[config.mk]
export PLATFORM = sky130hd
export DESIGN_NAME = shift_add_multiplier
export DESIGN_NICKNAME = d
export VERILOG_FILES = /design/src/rtl/shift_add_multiplier_pkg.sv /design/src/rtl/shift_add_multiplier_shift_left_register.sv /design/src/rtl/shift_add_multiplier.sv
export SDC_FILE = /design/constraint.sdc
export NUM_CORES = 1
export LEC_CHECK = 0
export ABC_AREA = 0
export BUFFER_PORTS_ARGS = -buffer_cell sky130_fd_sc_hd__buf_2
export CAP_MARGIN = 20
export CORE_AREA = 10 10 91 93
export DETAILED_ROUTE_END_ITERATION = 12
export DIE_AREA = 0 0 101 103
export PLACE_DENSITY_LB_ADDON = 0.12
export SLEW_MARGIN = 15
export SYNTH_ARGS = -nofsm -noshare
export SYNTH_HDL_FRONTEND = slang
export SYNTH_SLANG_ARGS = --single-unit
export TNS_END_PERCENT = 30
[constraint.sdc]
create_clock -name clk -period 6.2 [get_ports clk]
set_input_delay 0.31 -clock clk [delete_from_list [all_inputs] [get_ports clk]]
set_output_delay 0.31 -clock clk [all_outputs]
set_load 0.1 [all_outputs]
[src/rtl/shift_add_multiplier_pkg.sv]
// rtl/shift_add_multiplier_pkg.sv - shared width default and FSM state encoding
//
// Purpose : Common definitions for the shift-and-add multiplier slice.
// Contents: DEFAULT_DATA_WIDTH - operand width used when the top is not overridden
//           state_t            - control FSM states (IDLE/LOAD/CALC/DONE)
package shift_add_multiplier_pkg;

  localparam int DEFAULT_DATA_WIDTH = 8;

  typedef enum logic [1:0] {
    S_IDLE = 2'd0,
    S_LOAD = 2'd1,
    S_CALC = 2'd2,
    S_DONE = 2'd3
  } state_t;

endpackage

[src/rtl/shift_add_multiplier_shift_left_register.sv]
// rtl/shift_add_multiplier_shift_left_register.sv - loadable left shifter for the multiplicand
//
// Purpose: Holds the multiplicand and doubles it every cycle it is not being loaded.
// Ports  : clk      in   rising-edge clock
//          reset_n  in   asynchronous active-low reset, clears the register
//          load_en  in   1 = load d_in, 0 = shift left with zero fill
//          d_in     in   WIDTH-bit load value
//          q_out    out  WIDTH-bit register contents
module shift_left_register #(
  parameter int WIDTH = 16
) (
  input  logic             clk,
  input  logic             reset_n,
  input  logic             load_en,
  input  logic [WIDTH-1:0] d_in,
  output logic [WIDTH-1:0] q_out
);

  always_ff @(posedge clk or negedge reset_n) begin
    if (!reset_n) begin
      q_out <= '0;
    end else if (load_en) begin
      q_out <= d_in;
    end else begin
      q_out <= {q_out[WIDTH-2:0], 1'b0};
    end
  end

endmodule

[src/rtl/shift_add_multiplier.sv]
// rtl/shift_add_multiplier.sv - sequential unsigned shift-and-add multiplier
//
// Purpose: Multiplies two unsigned DATA_WIDTH-bit operands, one partial product
//          per clock, with a start/busy/done handshake.
// Ports  : clk      in   rising-edge clock
//          reset_n  in   asynchronous active-low reset
//          start    in   request, sampled only while idle
//          a_in     in   multiplicand, captured on the accepting edge
//          b_in     in   multiplier, captured on the accepting edge
//          busy     out  high in LOAD, CALC and DONE
//          done     out  one-cycle completion pulse
//          product  out  2*DATA_WIDTH-bit result, held until the next completion
module shift_add_multiplier
  import shift_add_multiplier_pkg::*;
#(
  parameter int DATA_WIDTH = DEFAULT_DATA_WIDTH
) (
  input  logic                    clk,
  input  logic                    reset_n,
  input  logic                    start,
  input  logic [DATA_WIDTH-1:0]   a_in,
  input  logic [DATA_WIDTH-1:0]   b_in,
  output logic                    busy,
  output logic                    done,
  output logic [2*DATA_WIDTH-1:0] product
);

  localparam int W  = DATA_WIDTH;
  localparam int CW = $clog2(W) + 1;
  localparam logic [CW-1:0] LAST_STEP = CW'(W - 1);

  state_t          state;
  state_t          state_next;
  logic [W-1:0]    areg;
  logic [W-1:0]    mreg;
  logic [CW-1:0]   cnt;
  logic [2*W-1:0]  acc;
  logic [2*W-1:0]  acc_sum;
  logic [2*W-1:0]  shift_q;
  logic [2*W-1:0]  shift_d;
  logic            load_en;
  logic            last_step;

  // Multiplicand path: loaded in LOAD, then doubled once per CALC step so that
  // step k sees a << k.
  shift_left_register #(
    .WIDTH (2 * W)
  ) u_shift (
    .clk     (clk),
    .reset_n (reset_n),
    .load_en (load_en),
    .d_in    (shift_d),
    .q_out   (shift_q)
  );

  assign shift_d   = {{W{1'b0}}, areg};
  assign acc_sum   = acc + (mreg[0] ? shift_q : '0);
  assign last_step = (cnt == LAST_STEP);

  // State register
  always_ff @(posedge clk or negedge reset_n) begin
    if (!reset_n) begin
      state <= S_IDLE;
    end else begin
      state <= state_next;
    end
  end

  // Next-state logic
  always_comb begin
    state_next = state;
    case (state)
      S_IDLE:  if (start) state_next = S_LOAD;
      S_LOAD:  state_next = S_CALC;
      S_CALC:  if (last_step) state_next = S_DONE;
      S_DONE:  state_next = S_IDLE;
      default: state_next = S_IDLE;
    endcase
  end

  // Outputs decoded from the state
  always_comb begin
    busy    = (state != S_IDLE);
    done    = (state == S_DONE);
    load_en = (state == S_LOAD);
  end

  // Datapath: operand capture, accumulation, result register
  always_ff @(posedge clk or negedge reset_n) begin
    if (!reset_n) begin
      areg    <= '0;
      mreg    <= '0;
      cnt     <= '0;
      acc     <= '0;
      product <= '0;
    end else begin
      case (state)
        S_IDLE: begin
          if (start) begin
            areg <= a_in;
            mreg <= b_in;
          end
        end
        S_LOAD: begin
          acc <= '0;
          cnt <= '0;
        end
        S_CALC: begin
          acc  <= acc_sum;
          mreg <= mreg >> 1;
          cnt  <= cnt + CW'(1);
          // The final step's add is folded in directly from acc_sum.
          if (last_step) product <= acc_sum;
        end
        default: ;
      endcase
    end
  end

endmodule

==> results.json, run 1 <==
{
  "critPathKind": "register to register",
  "io_buffers": 36,
  "synth_top_area_share_pct": 46.3,
  "synth_fp_nets": 413,
  "cap_viol_max_count": 0,
  "ys_warn_count": 0,
  "async_reset_ff_share_pct": 100,
  "clk_latency_ns": 0.36,
  "stdcell_count": 489,
  "synthMuxAreaShare_pct": 6.81,
  "ios": 37,
  "startpoint_type": "register",
  "dpl_cell_area_sq_mm": 0.00400,
  "setup_viol": 0,
  "drive_gt1_share_pct": 19.8,
  "synth-simple-area-share_pct": 14.3,
  "reg2reg_depth": 8,
  "die_h_um": 103,
  "dominantRegCellSynth": "dfrtp_1",
  "grt_pass1_vias": 2802,
  "fill_cells": 576,
  "synthAdderAreaFrac_pct": 7.14,
  "syn_inst": 373,
  "num_vias": 2898,
  "synthTopCellsByArea": "dfrtp_1 46%, ha_1 6.6%, mux2_2 6.5%, nand2_1 3.5%, and2_1 3.1%",
  "drt_first_iter_violations": 124,
  "cts.sinks": 70,
  "wirelength_mm": 8.26,
  "finalCriticalPeriod_ns": 2.70,
  "slew_headroom_pct": 42.8,
  "cts-root-buf": "clkbuf_8",
  "power-per-cell-area_mw_per_mm2": 461,
  "cts_tree": "yes",
  "clock_path_buffers": 2,
  "wire_per_inst_um": 16.9,
  "clk_pin_slew_ns": 0.08,
  "tightest_slew_ns": 0.858,
  "dp.cells": 473,
  "synth_top_family_by_area": "compound AO/OA/AOI/OAI gates",
  "drc_errors": 0,
  "htree_num_levels": 3,
  "hold_viol": 0,
  "yosysMostFrequentCell": "dfrtp_1",
  "yosysTopAreaCell": "dfrtp_1",
  "layout.nets": 444,
  "status": "complete, no violations",
  "num_antenna_cells": 0,
  "hp-class": "input port to asynchronous set/reset pin",
  "synth-seq-cells": 70,
  "num_rows": 30,
  "grtUsageTotal_pct": 16.5,
  "dp_hpwl_mm": 5.96,
  "dr.pass1.iters": 4,
  "fin_tns_setup_ns": 0,
  "grt_antenna_before_repair": 0,
  "numCtsBuffers": 9,
  "synth_compound_area_share_pct": 19.5,
  "netlist_area_sq_mm": 0.00378,
  "fin_skew_ns": 0.0126,
  "synth_edf_count": 0,
  "fin_area_sq_mm": 0.00420,
  "synth.distinct_cells": 52,
  "routabilityCongestion": 0.932,
  "viasPerCell": 5.93,
  "fin_crit_sh_pct": 43.5,
  "yosys.area_share.xor_xnor_pct": 2.08,
  "rsz0062_at_grt": "false",
  "drtAntennaViolNets": 0,
  "die_w_um": 101,
  "avgSynthCellArea_sq_um": 10.1,
  "critical_path.endpoint_type": "register",
  "drv_slew": 0,
  "ys_top_cells_by_count": "70 x dfrtp_1, 35 x nand2_1, 22 x mux2_2",
  "area_growth_pct": 10.9,
  "initial_core_util_pct": 57.6,
  "overflow": 0,
  "post-cts-setup-buffer-count": 0,
  "vdd_drop_max_mv": 0.262,
  "p_leak_uw": 0.00198,
  "die_area_sq_mm": 0.0104,
  "grt_pass1_wl_mm": 13.8,
  "critPathArrivalTime_ns": 2.94,
  "cts_resized": 0,
  "crit_required_ns": 6.44,
  "coreArea_sq_mm": 0.00657,
  "grt_max_degree": 71,
  "max_freq_mhz": 371,
  "ys_seq_area_share_pct": 46.3,
  "ctsHoldBuffers": 0,
  "critPathMaxFanout": 18
}
power breakdown:
group          leakage (uW)  switching, uW  internal, uW
Clock             0.0000955            177           197
Sequential         0.000917            102           602
Combinational      0.000964            525           332
Total               0.00198            805          1130
layout make-up:
type | count | area [sq um] | share of cell area, %
Clock buffer | 11 | 141 | 3.37
Clock inverter | 5 | 58.8 | 1.40
Inverter | 19 | 71.3 | 1.70
Multi-Input combinational cell | 267 | 1890 | 44.9
Sequential cell | 70 | 1750 | 41.7
Tap cell | 80 | 100 | 2.38
Timing Repair Buffer | 37 | 188 | 4.47
critical path: stages, from the launching register on:
cell and delay [ns]:
dfrtp_1 0.51, and2_1 0.20, ha_1 0.20, fa_1 0.41, a21o_1 0.21, a311o_1 0.43, a31oi_4 0.20, nand2_2 0.07
a221o_1 0.34
cells by family after synthesis:
logic type / Yosys count
AOI/OAI and AO/OA: 107
and+or+nand+nor: 107
DFF: 70
xor gates and xnor gates: 9
buffers and inverters: 36
adders and majority gates: 21
muxes: 23
flip-flops by register name, summed over array words and instances, names as in the netlist:
| name | cells |
|---|---|
| u_shift.q_out | 16 |
| areg | 8 |
| cnt | 4 |
| mreg | 8 |
| product | 16 |
| state | 2 |
| acc | 16 |
metrics by stage:
step                hold WS (ns)  power, uW  setup WS (ns)  utilization [%]
floorplan                 0.0144       1370           3.63                -
global placement           0.455       1540           3.58             60.9
detailed placement         0.466       1560           3.52             60.9
CTS                        0.171       1940           3.51             63.9
global route               0.177       2080           3.35             63.9
finish                     0.136       1930           3.50             63.9
metal layers:
metal / vias to the layer above / GRT usage [%] / wire length, um
met5: - / 0 / 0
met4: 0 / 5.25 / 154
met3: 16 / 4.49 / 466
met2: 68 / 24.8 / 3670
met1: 1392 / 22.6 / 3970
li1: 1422 / - / -
final timing paths:
check                           startpoint           to  slack (ns)
worst min register to register  product[5]   product[5]        0.47
worst max-delay path               mreg[0]  product[12]        3.50
worst max register to register     mreg[0]  product[12]        3.50
min in group clk                   a_in[0]      areg[0]        0.18
worst min-delay path               reset_n       cnt[1]        0.14
max in group asynchronous          reset_n      areg[3]        5.49
cell usage in the layout (no fill, tap or decap), types with 3 or more instances in the layout:
master     netlist  layout
o211ai_1         4       4
a221o_1          3       3
nor3_1           7       7
nand3_1         11      11
nor2b_1          8       8
clkbuf_8         0      10
a21o_1           5       5
and2_1          19      19
a211o_1          3       3
o2bb2ai_1        6       6
xor2_1           3       3
o21a_1           7       7
nand2_1         35      35
inv_1           19      19
o31ai_1          4       4
a211oi_1         3       3
nor2_1          13      13
dfrtp_1         70      70
a21oi_1         18      18
o22ai_1         15      15
o21ai_0         20      20
xnor2_1          6       6
o32ai_1          4       4
a22o_1           3       3
mux2_2          22      22
ha_1            20      20
buf_2            1      36
Power figures use the tool's default switching activity.
==> inputs of run 2 (changes only) <==
--- a/config.mk
+++ b/config.mk
@@ -8,9 +8,9 @@
 export ABC_AREA = 0
 export BUFFER_PORTS_ARGS = -buffer_cell sky130_fd_sc_hd__buf_2
 export CAP_MARGIN = 20
-export CORE_AREA = 10 10 91 93
+export CORE_AREA = 10 10 96 98
 export DETAILED_ROUTE_END_ITERATION = 12
-export DIE_AREA = 0 0 101 103
+export DIE_AREA = 0 0 106 108
 export PLACE_DENSITY_LB_ADDON = 0.12
 export SLEW_MARGIN = 15
 export SYNTH_ARGS = -nofsm -noshare
==> constraint.sdc (replaced) <==
create_clock -name clk -period 2.4 [get_ports clk]
set_input_delay 0.12 -clock clk [delete_from_list [all_inputs] [get_ports clk]]
set_output_delay 0.12 -clock clk [all_outputs]
set_load 0.1 [all_outputs]
==> run 2 against run 1 <==
Against the previous run: setup slack worse by 3.5 ns; clock skew up 0.00095 ns; critical path depth unchanged; sequential power rose to 2.6 times the previous value; design area up 7.8%; clock power rose to 2.8 times the previous value; critical path type unchanged; utilization down 3.1 points; global-route usage down 0.84 points.
==> results.json, run 2 (same netlist as run 1, synthesis figures left out) <==
{
  "fin_crit_sh_pct": 99.8,
  "grt_antenna_before_repair": 0,
  "crit_required_ns": 2.63,
  "die_h_um": 108,
  "dr.pass1.iters": 4,
  "area_growth_pct": 19.6,
  "clk_latency_ns": 0.35,
  "routabilityCongestion": 0.876,
  "slew_headroom_pct": 55.2,
  "drtAntennaViolNets": 0,
  "rsz0062_at_grt": "true",
  "htree_num_levels": 3,
  "status": "complete, no violations",
  "clock_path_buffers": 2,
  "dp_hpwl_mm": 6.35,
  "initial_core_util_pct": 50.8,
  "hp-class": "input port to register",
  "layout_commonest_cell": "dfrtp_1",
  "fin_skew_ns": 0.0136,
  "overflow": 0,
  "viasPerCell": 5.74,
  "hold_viol": 0,
  "max_freq_mhz": 418,
  "grt_pass1_wl_mm": 14.6,
  "top_regs": "acc (16), product (16), u_shift.q_out (16)",
  "critical_path.endpoint_type": "register",
  "cap_viol_max_count": 0,
  "drv_slew": 0,
  "dpl_cell_area_sq_mm": 0.00417,
  "ios": 37,
  "grt_pass1_vias": 2987,
  "drt_first_iter_violations": 193,
  "finalCriticalPeriod_ns": 2.39,
  "drc_errors": 0,
  "cts.sinks": 70,
  "wirelength_mm": 8.61,
  "drive_gt1_share_pct": 25.1,
  "grtUsageTotal_pct": 15.7,
  "num_vias": 3078,
  "io_buffers": 36,
  "critPathKind": "register to register",
  "layout.nets": 469,
  "tightest_slew_ns": 0.672,
  "cts-root-buf": "clkbuf_8",
  "clk_pin_slew_ns": 0.08,
  "grt_max_degree": 44,
  "num_rows": 32,
  "vdd_drop_max_mv": 0.649,
  "startpoint_type": "register",
  "p_leak_uw": 0.00211,
  "final_cell_mix": "70 x dfrtp_1, 36 x buf_2, 35 x nand2_1",
  "critPathArrivalTime_ns": 2.63,
  "cts_tree": "yes",
  "die_w_um": 106,
  "setup_viol": 0,
  "coreArea_sq_mm": 0.00745,
  "setup_slack_ns": 0.00576,
  "power-per-cell-area_mw_per_mm2": 1180,
  "wire_per_inst_um": 16.1,
  "critPathMaxFanout": 3,
  "num_antenna_cells": 0,
  "dp_slack_ns": -0.00267,
  "die_area_sq_mm": 0.0114,
  "numCtsBuffers": 9,
  "fin_area_sq_mm": 0.00453
}
==> run 2: changes by cell type in the layout (fill, tap and decap cells not counted), moves of 2 or more <==
| cell | previous run | this run |
|---|---|---|
| o21ai_1 | 1 | 3 |
| o21ai_0 | 20 | 18 |
| buf_4 | 1 | 16 |
| dlygate4sd3_1 | 0 | 8 |
| a21oi_1 | 18 | 16 |
| a21oi_2 | 0 | 2 |
==> run 2: final cells by class <==
class                   instances  area, sq um
clock buffers                   9          124
clock inverters                 7         97.6
fillers                       659         2920
inverters                      19         71.3
multi-input cells             267         1940
flip-flops and latches         70         1750
well taps                     102          128
repair buffers                 62          412
==> run 2: what timing repair did <==
item | CTS | global route
hold buffers | 8 | 0
setup buffers | 0 | 2
gates resized for setup | 0 | 10
setup endpoints to repair | 2 | 15
hold endpoints to repair | 34 | 0
pin swaps | 0 | 1
gates cloned | 0 | 0
==> run 2: stage by stage <==
step	hold slack (ns)	TNS (ns)	power, uW	cells	util, %
2_1_floorplan	-0.176	-0.162	3560	373	-
3_5_place_dp	0.203	-0.00267	4230	510	55.9
4_1_cts	0.0104	-0.00544	5310	534	60.0
6_report	0.0188	0	5360	536	60.8
3_3_place_gp	0.189	0	4180	510	55.9
5_1_grt	0.0105	-0.605	5750	536	60.8
==> run 2: worst max-delay path, stage by stage, from the launching register on <==
cell	delay [ns]
dfrtp_1	0.40
and2_4	0.17
ha_4	0.16
fa_2	0.37
a21o_1	0.23
a311o_1	0.40
a31oi_4	0.18
nand2_2	0.07
a221o_1	0.30
==> run 2: worst paths after layout <==
kind / startpoint / depth (start not counted) / slack [ns] / to
setup / recovery: mreg[0] / 8 / 0.006 / product[12]
hold / removal: a_in[6] / 2 / 0.02 / areg[6]
setup reg to reg: mreg[0] / 8 / 0.006 / product[12]
hold reg to reg: u_shift.q_out[7] / 1 / 0.47 / u_shift.q_out[8]
max in group asynchronous: reset_n / 3 / 1.40 / u_shift.q_out[7]
min in group asynchronous: reset_n / 2 / 0.33 / product[1]
==> run 2: report_power, final <==
group,total (uW),switching (uW),internal (uW)
clock,1060,476,588
combinational,2490,1460,1030
sequential,1800,250,1550
total,5360,2180,3170
==> run 2: layer usage <==
metal  up-vias  share of wire, %  wire length (um)  GRT usage, %
met1      1507                47              4050          21.5
met2        86                44              3820          23.1
li1       1472                 -                 -             -
met4         0               1.8               151          6.67
met5         -                 0                 0             0
met3        13               6.9               593          3.81
